[src/rtl/mmu_loader.sv]
// mmu_loader: collects a 2x2 weight matrix and a 2x2 input matrix from a
// byte-wide host stream, then runs the feeder/array enable for RUN_LEN
// cycles and pulses done. Weights can be reused across matmuls by starting
// a load with inputs_only=1.
module mmu_loader #(
  parameter int RUN_LEN = 6
) (
  input  logic       clk,
  input  logic       rst_n,
  input  logic       host_valid,
  input  logic [7:0] host_data,
  input  logic       inputs_only,
  output logic       host_ready,
  output logic [7:0] weight_0,
  output logic [7:0] weight_1,
  output logic [7:0] weight_2,
  output logic [7:0] weight_3,
  output logic [7:0] input_0,
  output logic [7:0] input_1,
  output logic [7:0] input_2,
  output logic [7:0] input_3,
  output logic       en,
  output logic [2:0] mmu_cycles,
  output logic       done
);

  typedef enum logic [1:0] {
    LOAD = 2'd0,
    RUN  = 2'd1,
    DONE = 2'd2
  } state_t;

  localparam logic [2:0] LAST_CYCLE = 3'(RUN_LEN - 1);

  state_t      state_q, state_d;
  logic [2:0]  idx_q, idx_d;
  logic        mode_q, mode_d;      // 1 = inputs-only load
  logic        en_d, done_d;
  logic [2:0]  cyc_d;
  logic        accept;
  logic        eff_mode;            // mode in force for the byte being accepted
  logic [2:0]  wr_sel;              // 0..3 weights, 4..7 inputs
  logic [7:0]  wt_q [4];
  logic [7:0]  in_q [4];

  assign host_ready = (state_q == LOAD);
  assign accept     = host_valid && host_ready;
  // The mode is taken live from inputs_only on byte 0 and from the latch after.
  assign eff_mode   = (idx_q == 3'd0) ? inputs_only : mode_q;
  assign wr_sel     = {eff_mode | idx_q[2], idx_q[1:0]};

  // Next-state and next-output logic for the load/run/done sequence.
  always_comb begin
    // NOTE: every signal gets a default first so no path can infer a latch.
    state_d = state_q;
    idx_d   = idx_q;
    mode_d  = mode_q;
    en_d    = 1'b0;
    cyc_d   = 3'd0;
    done_d  = 1'b0;
    unique case (state_q)
      LOAD: begin
        if (accept) begin
          mode_d = eff_mode;
          if ((eff_mode && idx_q == 3'd3) || (!eff_mode && idx_q == 3'd7)) begin
            state_d = RUN;
            idx_d   = 3'd0;
            en_d    = 1'b1;
          end else begin
            idx_d = idx_q + 3'd1;
          end
        end
      end
      RUN: begin
        if (mmu_cycles == LAST_CYCLE) begin
          state_d = DONE;
          done_d  = 1'b1;
        end else begin
          en_d  = 1'b1;
          cyc_d = mmu_cycles + 3'd1;
        end
      end
      DONE: begin
        state_d = LOAD;
        idx_d   = 3'd0;
      end
      default: state_d = LOAD;
    endcase
  end

  // State register plus the registered en/mmu_cycles/done outputs.
  always_ff @(posedge clk) begin
    // NOTE: sequential state uses non-blocking assignments so all registers
    // update together from the values seen before the edge.
    if (!rst_n) begin
      state_q    <= LOAD;
      idx_q      <= 3'd0;
      mode_q     <= 1'b0;
      en         <= 1'b0;
      mmu_cycles <= 3'd0;
      done       <= 1'b0;
    end else begin
      state_q    <= state_d;
      idx_q      <= idx_d;
      mode_q     <= mode_d;
      en         <= en_d;
      mmu_cycles <= cyc_d;
      done       <= done_d;
    end
  end

  // Matrix buffers: written only on an accepted byte, cleared by reset.
  always_ff @(posedge clk) begin
    // NOTE: these small buffers are flops, not RAM, and must read as zero
    // after reset, so they are cleared explicitly element by element.
    if (!rst_n) begin
      for (int i = 0; i < 4; i++) begin
        wt_q[i] <= 8'd0;
        in_q[i] <= 8'd0;
      end
    end else if (accept) begin
      if (wr_sel[2]) in_q[wr_sel[1:0]] <= host_data;
      else           wt_q[wr_sel[1:0]] <= host_data;
    end
  end

  assign weight_0 = wt_q[0];
  assign weight_1 = wt_q[1];
  assign weight_2 = wt_q[2];
  assign weight_3 = wt_q[3];
  assign input_0  = in_q[0];
  assign input_1  = in_q[1];
  assign input_2  = in_q[2];
  assign input_3  = in_q[3];

endmodule

[config.mk]
export PLATFORM = sky130hd
export DESIGN_NAME = mmu_loader
export DESIGN_NICKNAME = d
export VERILOG_FILES = /design/src/rtl/mmu_loader.sv
export SDC_FILE = /design/constraint.sdc
export NUM_CORES = 1
export LEC_CHECK = 0
export BUFFER_PORTS_ARGS = -buffer_cell sky130_fd_sc_hd__buf_4
export CORE_ASPECT_RATIO = 1.4
export CORE_MARGIN = 2
export CORE_UTILIZATION = 35
export DETAILED_ROUTE_END_ITERATION = 10
export PLACE_DENSITY = 0.53
export SYNTH_ARGS = -nofsm -noshare
export SYNTH_HDL_FRONTEND = slang
export SYNTH_SLANG_ARGS = --single-unit
[constraint.sdc]
create_clock -name clk -period 2.9 [get_ports clk]
set_clock_uncertainty 0.2 [all_clocks]
set_input_delay 0.145 -clock clk [delete_from_list [all_inputs] [get_ports clk]]
set_output_delay 0.145 -clock clk [all_outputs]
set_load 0.005 [all_outputs]
-- After elaboration in Yosys (flattened, before gate mapping)
Memory sizes are Yosys's and may differ from the RTL's.
Index checks and enable logic that the tools add are counted.
- bits in writable memories: 64
- output and inout bits: 70
- register bits after elaboration: 11
- logic and storage cells: 64
- input bits: 12
- memories kept: 2
- bitwise operators: 3
- mux-type cells: 28
- add/subtract/negate cells: 2
- equal/unequal tests: 8
- reduce and logical (&&, ||, !) cells: 15
- memories (name ; depth ; width ; rd ports ; clocked after Yosys merged registers in ; wr ports ; RTL line ; source):
    in_q ; 4 ; 8 ; 4 ; 0 ; 4 ; 44 ; logic [7:0] in_q [4];
    wt_q ; 4 ; 8 ; 4 ; 0 ; 4 ; 43 ; logic [7:0] wt_q [4];
- operators with widths (cell ; count):
    $mux W1 ; 16
    $mux W8 ; 2
    $reduce_or A8 Y1 ; 2
    $mux W2 ; 5
    $add A3 B1 Y3 const B ; 2
    $eq A3 B3 Y1 const B ; 2
    $mux W3 ; 2
    $pmux W3 S2 ; 1
    $reduce_and A2 Y1 ; 3
    $ne A2 B1 Y1 const B ; 2
    $pmux W2 S2 ; 1
    $eq A3 B2 Y1 const B ; 1
    $logic_and A1 B1 Y1 ; 3
    $logic_not A3 Y1 ; 1
    $reduce_and A3 Y1 ; 1
    $reduce_or A3 Y1 ; 1
    $eq A2 B1 Y1 const B ; 1
    $eq A2 B2 Y1 const B ; 1
    $logic_not A2 Y1 ; 1
    $ne A2 B2 Y1 const B ; 1
    $not A1 Y1 ; 2
    $pmux W1 S2 ; 1
    $reduce_bool A2 Y1 ; 1
    $logic_not A1 Y1 ; 1
    other kinds (2) ; 2

-- Depth between registers and ports, before layout
Gate-level depths: netlist of run 1.
- word-level depth: 9
- gate-level depth with buffers: 7
- mapped depth without buffers: 6

-- Worst setup path before layout of run 1
OpenSTA, ideal clock, no wires.
- path type: register to register
- start point: register idx_q[0]
- end point: memory wt_q[0][0] (enable)
- data required time: 2.316 ns
- setup time: 0.384 ns
- buffers on the path: 1
- stages on the path, launching flop included: 7
- clock period less this slack: 2.526 ns
- path slack: 0.374 ns
- data arrival time: 1.942 ns
- cell sequence: dfxtp_1 inv_1 ha_1 nor2b_1 a211o_1 clkbuf_1 o21ai_0
- RTL lines (item ; RTL line ; source):
    start, declared ; 36 ; logic [2:0] idx_q, idx_d;
    start signal, assigned ; 104 ; idx_q <= idx_d;
    end, declared ; 43 ;

==> results of run 1 <==
## sequential cells by signal (all words and copies together) (netlist names)
name / flops
in_q: 32
wt_q: 32
idx_q: 3
mmu_cycles: 3
state_q: 2
done: 1
en: 1
mode_q: 1
## area by class of cell
| type | count | area, um^2 |
|---|---|---|
| Clock buffer | 9 | 225.2 |
| Clock inverter | 7 | 100.1 |
| Fill cell | 725 | 4023 |
| Inverter | 4 | 15.01 |
| Multi-Input combinational cell | 133 | 738.2 |
| Sequential cell | 75 | 2142 |
| Tap cell | 102 | 127.6 |
| Timing Repair Buffer | 100 | 778.2 |
## stage by stage
stage / hold slack [ps] / setup WS, ps / instances / area [um^2]
after floorplan: 101.1 / 373.7 / 222 / 2945
after global placement: 253.4 / 321.9 / 403 / 3684
after detailed placement: 261.9 / 260.5 / 403 / 3684
after CTS: 129.6 / 249.2 / 430 / 4119
after global routing: 150.6 / 88.11 / 430 / 4126
final: 133.0 / 343.6 / 430 / 4126
## what timing repair did
action,CTS,global route
endpoints found under the hold margin,18,0
setup endpoints to repair,0,12
setup buffers,0,0
resized for setup,0,1
hold buffers,11,0
## power groups by stage
| stage | clock (W) | sequential [W] | combinational [W] |
|---|---|---|---|
| 2_1_floorplan | 0 | 0.00128 | 0.000105 |
| 3_3_place_gp | 0 | 0.00128 | 0.000250 |
| 3_5_place_dp | 0 | 0.00128 | 0.000250 |
| 4_1_cts | 0.00121 | 0.00126 | 0.000263 |
| 5_1_grt | 0.00125 | 0.00126 | 0.000288 |
| 6_report | 0.00119 | 0.00126 | 0.000261 |
## cell usage in the layout (no fill, tap or decap), types with 4 or more instances in the layout
cell type	count
buf_4	89
edfxtp_1	64
nor2_1	57
nand2_1	20
and3_1	16
dfxtp_1	11
dlygate4sd3_1	11
o21ai_0	10
clkbuf_16	9
ha_1	6
nand3_1	5
inv_1	4
## worst reg2reg max path, cell delays in order (launching register included)
cell and delay (ps):
dfxtp_1 460, inv_1 200, ha_1 300, nor2b_1 260, a211o_1 500, o21ai_0 200, buf_4 200
## cells by family (layout without fill, tap and decap cells)
| group | after synthesis | in the layout | share of synthesized area, % |
|---|---|---|---|
| compound gates | 17 | 17 | 3.696 |
| buf+inv | 14 | 120 | 2.634 |
| fa+ha+maj | 6 | 6 | 2.549 |
| mux | 2 | 2 | 0.6797 |
| xor+xnor | 1 | 1 | 0.2974 |
| flops | 75 | 75 | 72.73 |
| simple gates | 107 | 107 | 17.42 |
## how the worst max path moves through the flow
| stage | from | to | slack (ps) |
|---|---|---|---|
| detailed placement | idx_q[0] | in_q[0][3] | 260 |
| global route | idx_q[0] | wt_q[0][2] | 90 |
| finish | idx_q[0] | wt_q[0][2] | 340 |
| global placement | idx_q[0] | in_q[0][4] | 320 |
| CTS | idx_q[0] | in_q[0][6] | 250 |
| floorplan | idx_q[0] | wt_q[0][0] | 370 |
## routing by layer
| layer | routed length [um] | track usage [%] | vias to the layer above |
|---|---|---|---|
| met5 | 0 | 0 | - |
| met4 | 93 | 6.780 | 0 |
| met3 | 376 | 3.376 | 10 |
| met2 | 3314 | 24.48 | 62 |
| met1 | 2807 | 19.36 | 916 |
| li1 | - | - | 980 |
==> run_results.csv, run 1 <==
group,metric,value,unit
worst_setup_path,regToRegSetupSlack,340,ps
floorplan,rows,39,
yosys,avgSynthCellArea,13.27,um^2
worst_setup_path,r2r-end,"wt_q[0][2]",
grt,grt_pass1_vias,1922,
floorplan,chipWidth,81.53,um
floorplan,die_h,112.5,um
yosys,yosys_warnings,0,
yosys,ys_ff_latch,75,
worst_setup_path,worstRegToRegCells,6,
yosys,synth_edf_count,64,
power_and_ir_drop,pwr-share-clk,44.0,%
worst_setup_path,end_kind,"register",
cts,cts_tree,"built",
worst_setup_path,worstPathArrival,2450,ps
floorplan,initial_core_util,36.14,%
route,drt_iter0_drc,123,
worst_setup_path,cp-start-kind,"register",
route,dr_total_vias,1968,
power_and_ir_drop,p_int,0.002115,W
floorplan,die-area,9175,um^2
power_and_ir_drop,design_power_total,0.002709,W
power_and_ir_drop,p_per_area,656.5,nW/um^2
sta,tightest_slew,610.7,ps
sta,max_clock_freq,0.3912,GHz
yosys,synth_common_cells,"edfxtp_1 (64), nor2_1 (57), nand2_1 (20)",
yosys,synth_top_area_cell,"edfxtp_1",
cells_and_area,syn2layout_area_growth,40.10,%
placed_design,port_buffers,81,
sta,hold_viol,0,
cells_and_area,utilization,50.64,%
hold_path,hold_path_class,"in -> reg",
cts,clk_latency,330,ps
cts,ctsRootBufferMaster,"clkbuf_16",
grt,grt_first_pass_wirelength,10110,um
worst_setup_path,critical_path_required,2790,ps
run,cap_viol_max_count,0,
sta,slew_headroom,59.16,%
yosys,syn-num-nets,240,
yosys,synth_most_common_cell,"edfxtp_1",
power_and_ir_drop,comb_power_share,9.6,%
yosys,synthTopCellsByArea,"edfxtp_1 (65%), dfxtp_1 (7.5%), nor2_1 (7.3%)",
worst_setup_path,slowest_delay,500,ps
hold_path,hold-path-endpoint,"idx_q[1]",
route,viasPerCell,4.577,
power_and_ir_drop,leakage,1.743,nW
route,antenna_left,0,
grt,antenna_found_initial,0,
sta,fin_crit,2556,ps
placed_design,gp_congestion,0.7413,
yosys,synth_top_area_share,65.25,%
cells_and_area,drive_gt1_share,33.54,%
sta,finalSetupViolations,0,
yosys,ys.flop_type,"edfxtp_1",
cells_and_area,antenna_cells,0,
hold_path,hold_depth,4,
hold_path,min-delay-start,"host_valid",
cells_and_area,nets,341,
worst_setup_path,path_class,"reg -> reg",
power_and_ir_drop,seqPwrFrac,46.4,%
yosys,yosysSeqAreaShare,72.73,%
placed_design,dp_hpwl,4697,um
cts,cts.path.max_buffers,2,
floorplan,pin_count,82,
status,status,"complete, no violations",
power_and_ir_drop,ir_worst_vdd,0.2992,mV
cts,h-tree-depth,3,
sta,slew_viol_final,0,
route,routed_wl,6591,um
grt,grt_max_degree,21,
cts,cts_made_buffers,9,
power_and_ir_drop,switchingPower,0.0005941,W
cts,cts_num_sinks,75,
sta,period_share,88.15,%
worst_setup_path,path_buf_inv,2,
yosys,syn_area,2945,um^2
power_and_ir_drop,switching_share,21.93,%
sta,rsz0062_at_grt,"no",
worst_setup_path,cpMaxStageDelayCell,"a211o_1",
sta,tns,0,ps
yosys,synth_cell_types,27,
worst_setup_path,critPathMaxFanout,20,
worst_setup_path,worstPathCellList,"inv_1 -> ha_1 -> nor2b_1 -> a211o_1 -> o21ai_0 -> buf_4",
worst_setup_path,timing.rr.start,"idx_q[0]",
grt,grt_overflow,0,
worst_setup_path,crit_family,"compound AO/OA/AOI/OAI gates",
yosys,ys_async_sr_fraction,0,%
route,remaining_drc_errors,0,
route,drt_first_pass_iters,4,
route,avgRoutedWirePerCell,15.33,um
cts,path_clk_slew,60,ps
grt,grtUsageTotal,15.20,%
worst_setup_path,worst-path-stages,6,
yosys,syn_inst,222,
floorplan,fp.coreArea,8149,um^2
Power figures use the tool's default switching activity.
==> run 2, diff against run 1 <==
--- a/config.mk
+++ b/config.mk
@@ -5,12 +5,13 @@
 export SDC_FILE = /design/constraint.sdc
 export NUM_CORES = 1
 export LEC_CHECK = 0
+export ABC_AREA = 1
 export BUFFER_PORTS_ARGS = -buffer_cell sky130_fd_sc_hd__buf_4
 export CORE_ASPECT_RATIO = 1.4
 export CORE_MARGIN = 2
-export CORE_UTILIZATION = 35
+export CORE_UTILIZATION = 51
 export DETAILED_ROUTE_END_ITERATION = 10
-export PLACE_DENSITY = 0.53
+export PLACE_DENSITY = 0.74
 export SYNTH_ARGS = -nofsm -noshare
 export SYNTH_HDL_FRONTEND = slang
 export SYNTH_SLANG_ARGS = --single-unit
==> run_results.csv, run 2 <==
group,metric,value,unit
sta,tns,0,ps
worst_setup_path,worstPathCellList,"inv_1 -> ha_1 -> nand3_1 -> nand3_2 -> nor2_2 -> buf_4 -> nand2_1 -> nand2_1",
worst_setup_path,cpMaxStageDelayCell,"dfxtp_1",
hold_path,hold_path_class,"in -> reg",
sta,max_clock_freq,0.3838,GHz
route,remaining_drc_errors,0,
hold_path,hold_depth,4,
cts,cts_hold_buffers,10,
grt,antenna_found_initial,0,
cells_and_area,fin_cells,416,
worst_setup_path,critPathMostFrequentCell,"nand2_1",
route,viasPerCell,4.947,
cells_and_area,final_common_cell,"buf_4",
floorplan,rows,32,
grt,grt_use_met3,5.516,%
run,cap_viol_max_count,0,
placed_design,pre_cts_ws,317.7,ps
worst_setup_path,critPathMaxFanout,13,
floorplan,die-area,6382,um^2
power_and_ir_drop,leakage,1.825,nW
sta,slew_headroom,70.45,%
grt,grt_first_pass_wirelength,9501,um
placed_design,gp_congestion,0.8149,
grt,grt_overflow,0,
yosys,syn_area,2933,um^2
yosys,yosysSeqAreaShare,73.04,%
sta,fin_crit,2606,ps
placed_design,placedCellCount,391,
worst_setup_path,regToRegSetupSlack,290,ps
worst_setup_path,worstRegToRegCells,8,
floorplan,pin_count,82,
cells_and_area,antenna_cells,0,
yosys,synth_top_area_share,65.53,%
floorplan,initial_core_util,53.08,%
cts,h-tree-depth,3,
yosys,synth_most_common_cell,"edfxtp_1",
cts,ctsRootBufferMaster,"clkbuf_8",
grt,grt_use_met1,23.77,%
cells_and_area,stdcell_area,3910,um^2
cells_and_area,reg_top3,"in_q: 32 flops, wt_q: 32 flops",
worst_setup_path,worstPathArrival,2420,ps
yosys,syn-num-nets,261,
placed_design,dp_hpwl,4712,um
cts,cts.repair.resized,0,
worst_setup_path,r2r-end,"wt_q[1][6]",
route,routed_wl,6246,um
grt,grtUsageTotal,21.25,%
sta,hold_viol,0,
sta,finalSetupViolations,0,
power_and_ir_drop,p_per_area,565.0,nW/um^2
placed_design,port_buffers,81,
grt,grt_max_degree,18,
grt,grt_pass1_vias,2032,
yosys,synthTopCellsByArea,"edfxtp_1 (66%), dfxtp_1 (7.5%), nor2_1 (7.2%)",
status,status,"complete, no violations",
yosys,ys.flop_type,"edfxtp_1",
sta,tightest_slew,440.5,ps
route,drt_iter0_drc,152,
cts,clk_latency,340,ps
cts,cts_made_buffers,9,
yosys,synth_top_area_cell,"edfxtp_1",
yosys,synth_common_cells,"edfxtp_1 (64), nor2_1 (56), inv_1 (31)",
route,antenna_left,0,
route,avgRoutedWirePerCell,15.01,um
sta,final.setup.worst_slack,294.3,ps
grt,grt_busiest_layer,"met2",
worst_setup_path,slowest_delay,460,ps
floorplan,fp.coreArea,5525,um^2
cts,cts_num_sinks,75,
worst_setup_path,path_class,"reg -> reg",
floorplan,die_h,93.73,um
route,drt_first_pass_iters,4,
yosys,synth_edf_count,64,
cells_and_area,nets,362,
cells_and_area,final_cell_mix,"buf_4 (86), edfxtp_1 (64), nor2_1 (56)",
cts,cts_tree,"built",
route,dr_total_vias,2058,
sta,rsz0062_at_grt,"no",
yosys,avgSynthCellArea,12.07,um^2
floorplan,chipWidth,68.09,um
cells_and_area,syn2layout_area_growth,33.32,%
hold_path,min-delay-start,"host_valid",
power_and_ir_drop,ir_worst_vdd,0.4561,mV
hold_path,hold-path-endpoint,"idx_q[2]",
worst_setup_path,cp-start-kind,"register",
worst_setup_path,end_kind,"register",
cells_and_area,drive_gt1_share,31.61,%
cts,path_clk_slew,70,ps
yosys,yosys_warnings,0,
yosys,ys_ff_latch,75,
yosys,synth_cell_types,25,
worst_setup_path,timing.rr.start,"idx_q[1]",
sta,period_share,89.85,%
grt,grtUsageMet2,36.89,%
cts,cts.path.max_buffers,2,
placed_design,place_area,3628,um^2
yosys,syn_inst,243,
cells_and_area,utilization,70.77,%
yosys,ys_async_sr_fraction,0,%
sta,slew_viol_final,0,
worst_setup_path,critical_path_required,2710,ps
cts,post_cts_buffers,0,
run 2: critical path: cells and delay by family (launching register included):
family,cells,cell delay [ps]
adders and majority gates,1,240
buffers and inverters,2,360
DFF,1,460
and+or+nand+nor,5,1010
run 2: logic make-up (layout without fill, tap and decap cells):
| group | Yosys count | in the layout | share of synthesized area [%] |
|---|---|---|---|
| compound gates | 10 | 10 | 1.749 |
| xor+xnor | 1 | 1 | 0.2987 |
| fa+ha+maj | 6 | 6 | 2.560 |
| buf+inv | 41 | 146 | 5.674 |
| flops | 75 | 75 | 73.04 |
| simple gates | 110 | 110 | 16.68 |
run 2: cell type report:
cell class | instances | area [um^2]
Sequential cell | 75 | 2142
Timing Repair Buffer | 96 | 745.7
Inverter | 35 | 131.4
Multi-Input combinational cell | 127 | 624.3
Fill cell | 408 | 1615
Clock buffer | 9 | 123.9
Tap cell | 68 | 85.08
Clock inverter | 6 | 57.56
run 2: stage by stage:
stage | hold WS [ps] | total power (W)
after floorplan | 130.1 | 0.001362
after global placement | 254.2 | 0.001479
after detailed placement | 265.6 | 0.001487
after CTS | 5.553 | 0.002221
after global routing | 44.01 | 0.002292
final | 13.51 | 0.002209
run 2: power breakdown:
group          total [W]  internal, W  switching, W
Clock           0.000738     0.000386      0.000352
Combinational   0.000224     0.000101      0.000123
Sequential       0.00125      0.00123     0.0000203
run 2: worst max-delay path by stage:
stage	cells past startpoint	start	slack (ps)	end
global route	7	idx_q[1]	20	wt_q[2][5]
finish	8	idx_q[1]	290	wt_q[1][6]
CTS	8	idx_q[1]	290	wt_q[1][6]
detailed placement	8	idx_q[1]	320	wt_q[1][4]
floorplan	9	idx_q[1]	290	in_q[1][0]
global placement	8	idx_q[1]	400	wt_q[1][4]
run 2: metal layers:
metal | vias up | share of wire, %
met5 | - | 0
met1 | 950 | 35
met4 | 0 | 2.4
met2 | 89 | 55
li1 | 1006 | -
met3 | 13 | 7.8
==> run 3, diff against run 2 <==
--- a/config.mk
+++ b/config.mk
@@ -10,6 +10,7 @@
 export CORE_ASPECT_RATIO = 1.4
 export CORE_MARGIN = 2
 export CORE_UTILIZATION = 51
+export CTS_BUF_LIST = sky130_fd_sc_hd__clkbuf_16
 export DETAILED_ROUTE_END_ITERATION = 10
 export PLACE_DENSITY = 0.74
 export SYNTH_ARGS = -nofsm -noshare
==> run_results.csv, run 3 (synthesized netlist as in run 2, its figures left out) <==
group,metric,value,unit
worst_setup_path,worstRegToRegCells,8,
worst_setup_path,slowest_delay,470,ps
sta,tightest_slew,459.9,ps
worst_setup_path,timing.rr.start,"idx_q[1]",
cells_and_area,utilization,72.42,%
worst_setup_path,crit_family,"simple AND/OR/NAND/NOR gates",
hold_path,hold_path_class,"in -> reg",
cells_and_area,fillers,404,
placed_design,port_buffers,81,
sta,fin_crit,2641,ps
grt,grt_use_met3,6.355,%
worst_setup_path,critPathMostFrequentCell,"nand2_1",
worst_setup_path,worst-path-stages,8,
route,avgRoutedWirePerCell,15.47,um
cts,path_clk_slew,50,ps
worst_setup_path,worstPathArrival,2440,ps
sta,slew_viol_final,0,
route,antenna_left,0,
sta,max_clock_freq,0.3787,GHz
hold_path,hold_depth,3,
grt,grt_pass1_vias,2058,
grt,grt_first_pass_wirelength,9632,um
route,drt_first_pass_iters,4,
cells_and_area,final_cell_mix,"buf_4 (86), edfxtp_1 (64), nor2_1 (56)",
placed_design,gp_congestion,0.8149,
power_and_ir_drop,leakage,1.867,nW
route,viasPerCell,5.005,
grt,grt_busiest_layer,"met2",
status,status,"complete, no violations",
floorplan,chipWidth,68.09,um
cells_and_area,antenna_cells,0,
worst_setup_path,worstPathCellList,"inv_1 -> ha_1 -> nand3_1 -> nand3_2 -> nor2_2 -> buf_4 -> nand2_1 -> nand2_1",
cts,cts_hold_buffers,9,
cells_and_area,final_common_cell,"buf_4",
route,drt_iter0_drc,163,
cts,ctsRootBufferMaster,"clkbuf_16",
grt,grt_overflow,0,
route,remaining_drc_errors,0,
cells_and_area,reg_top3,"in_q: 32 flops, wt_q: 32 flops",
cts,cts_num_sinks,75,
grt,grtUsageMet2,37.46,%
worst_setup_path,path_buf_inv,2,
cells_and_area,syn2layout_area_growth,36.43,%
sta,holdWs,28.80,ps
floorplan,pin_count,82,
cts,clk_latency,330,ps
cells_and_area,stdcell_area,4001,um^2
worst_setup_path,path_class,"reg -> reg",
floorplan,initial_core_util,53.08,%
worst_setup_path,endpoint,"wt_q[1][3]",
placed_design,dp_hpwl,4712,um
worst_setup_path,r2r-end,"wt_q[1][3]",
cells_and_area,seqCellArea,2142,um^2
worst_setup_path,end_kind,"register",
cts,post_cts_buffers,0,
sta,tns,0,ps
sta,period_share,91.06,%
sta,hold_viol,0,
route,routed_wl,6419,um
cells_and_area,drive_gt1_share,31.70,%
floorplan,rows,32,
worst_setup_path,regToRegSetupSlack,260,ps
sta,rsz0062_at_grt,"no",
cells_and_area,nets,361,
sta,finalSetupViolations,0,
power_and_ir_drop,design_power_total,0.002519,W
worst_setup_path,cp-start-kind,"register",
grt,grtUsageTotal,21.62,%
cts,cts.path.max_buffers,2,
worst_setup_path,cpMaxStageDelayCell,"dfxtp_1",
worst_setup_path,startpoint,"idx_q[1]",
cts,cts_made_buffers,9,
run,cap_viol_max_count,0,
sta,slew_headroom,69.15,%
worst_setup_path,critical_path_required,2690,ps
route,dr_total_vias,2077,
power_and_ir_drop,ir_worst_vdd,0.4839,mV
grt,grt_max_degree,18,
cells_and_area,multi_input_area,624.3,um^2
cts,cts_tree,"built",
cts,cts.repair.resized,0,
floorplan,die-area,6382,um^2
worst_setup_path,critPathMaxFanout,13,
floorplan,die_h,93.73,um
floorplan,fp.coreArea,5525,um^2
grt,antenna_found_initial,0,
grt,grt_use_met1,23.36,%
placed_design,place_area,3628,um^2
cts,h-tree-depth,3,
power_and_ir_drop,p_per_area,629.6,nW/um^2
run 3: power breakdown:
group	switching, W	internal [W]
Combinational	0.000125	0.000100
Clock	0.000391	0.000654
Sequential	0.0000204	0.00123
run 3: routing by layer:
layer,share of wire (%),vias to the layer above
met5,0,-
met4,1.8,0
met3,7.4,11
met2,55,97
met1,35,966
li1,-,1003
run 3: worst min-delay path, delay by kind of cell:
family | cells | cell delay, ps
AOI/OAI and AO/OA | 1 | 100
and+or+nand+nor | 1 | 130
buffers and inverters | 1 | 120
run 3: worst min path at each step:
stage             startpoint       endpoint  slack (ps)
4_1_cts          inputs_only         mode_q          20
2_1_floorplan          rst_n       idx_q[1]         130
5_1_grt           host_valid         mode_q          70
6_report         inputs_only         mode_q          30
3_3_place_gp   mmu_cycles[0]  mmu_cycles[0]         250
3_5_place_dp   mmu_cycles[0]  mmu_cycles[0]         270
run 3: layout make-up:
cell class	instances	area share [%]
sequential	75	53.53
inverter	35	3.283
clock inverter	6	1.438
tap	68	2.126
multi-input combinational	127	15.60
timing repair buffer	95	18.39
clock buffer	9	5.629
run 3: per-stage QoR:
step	std cells	setup WS [ps]
2_1_floorplan	243	293.9
3_3_place_gp	391	396.2
3_5_place_dp	391	317.7
4_1_cts	415	248.3
5_1_grt	415	15.90
6_report	415	259.3
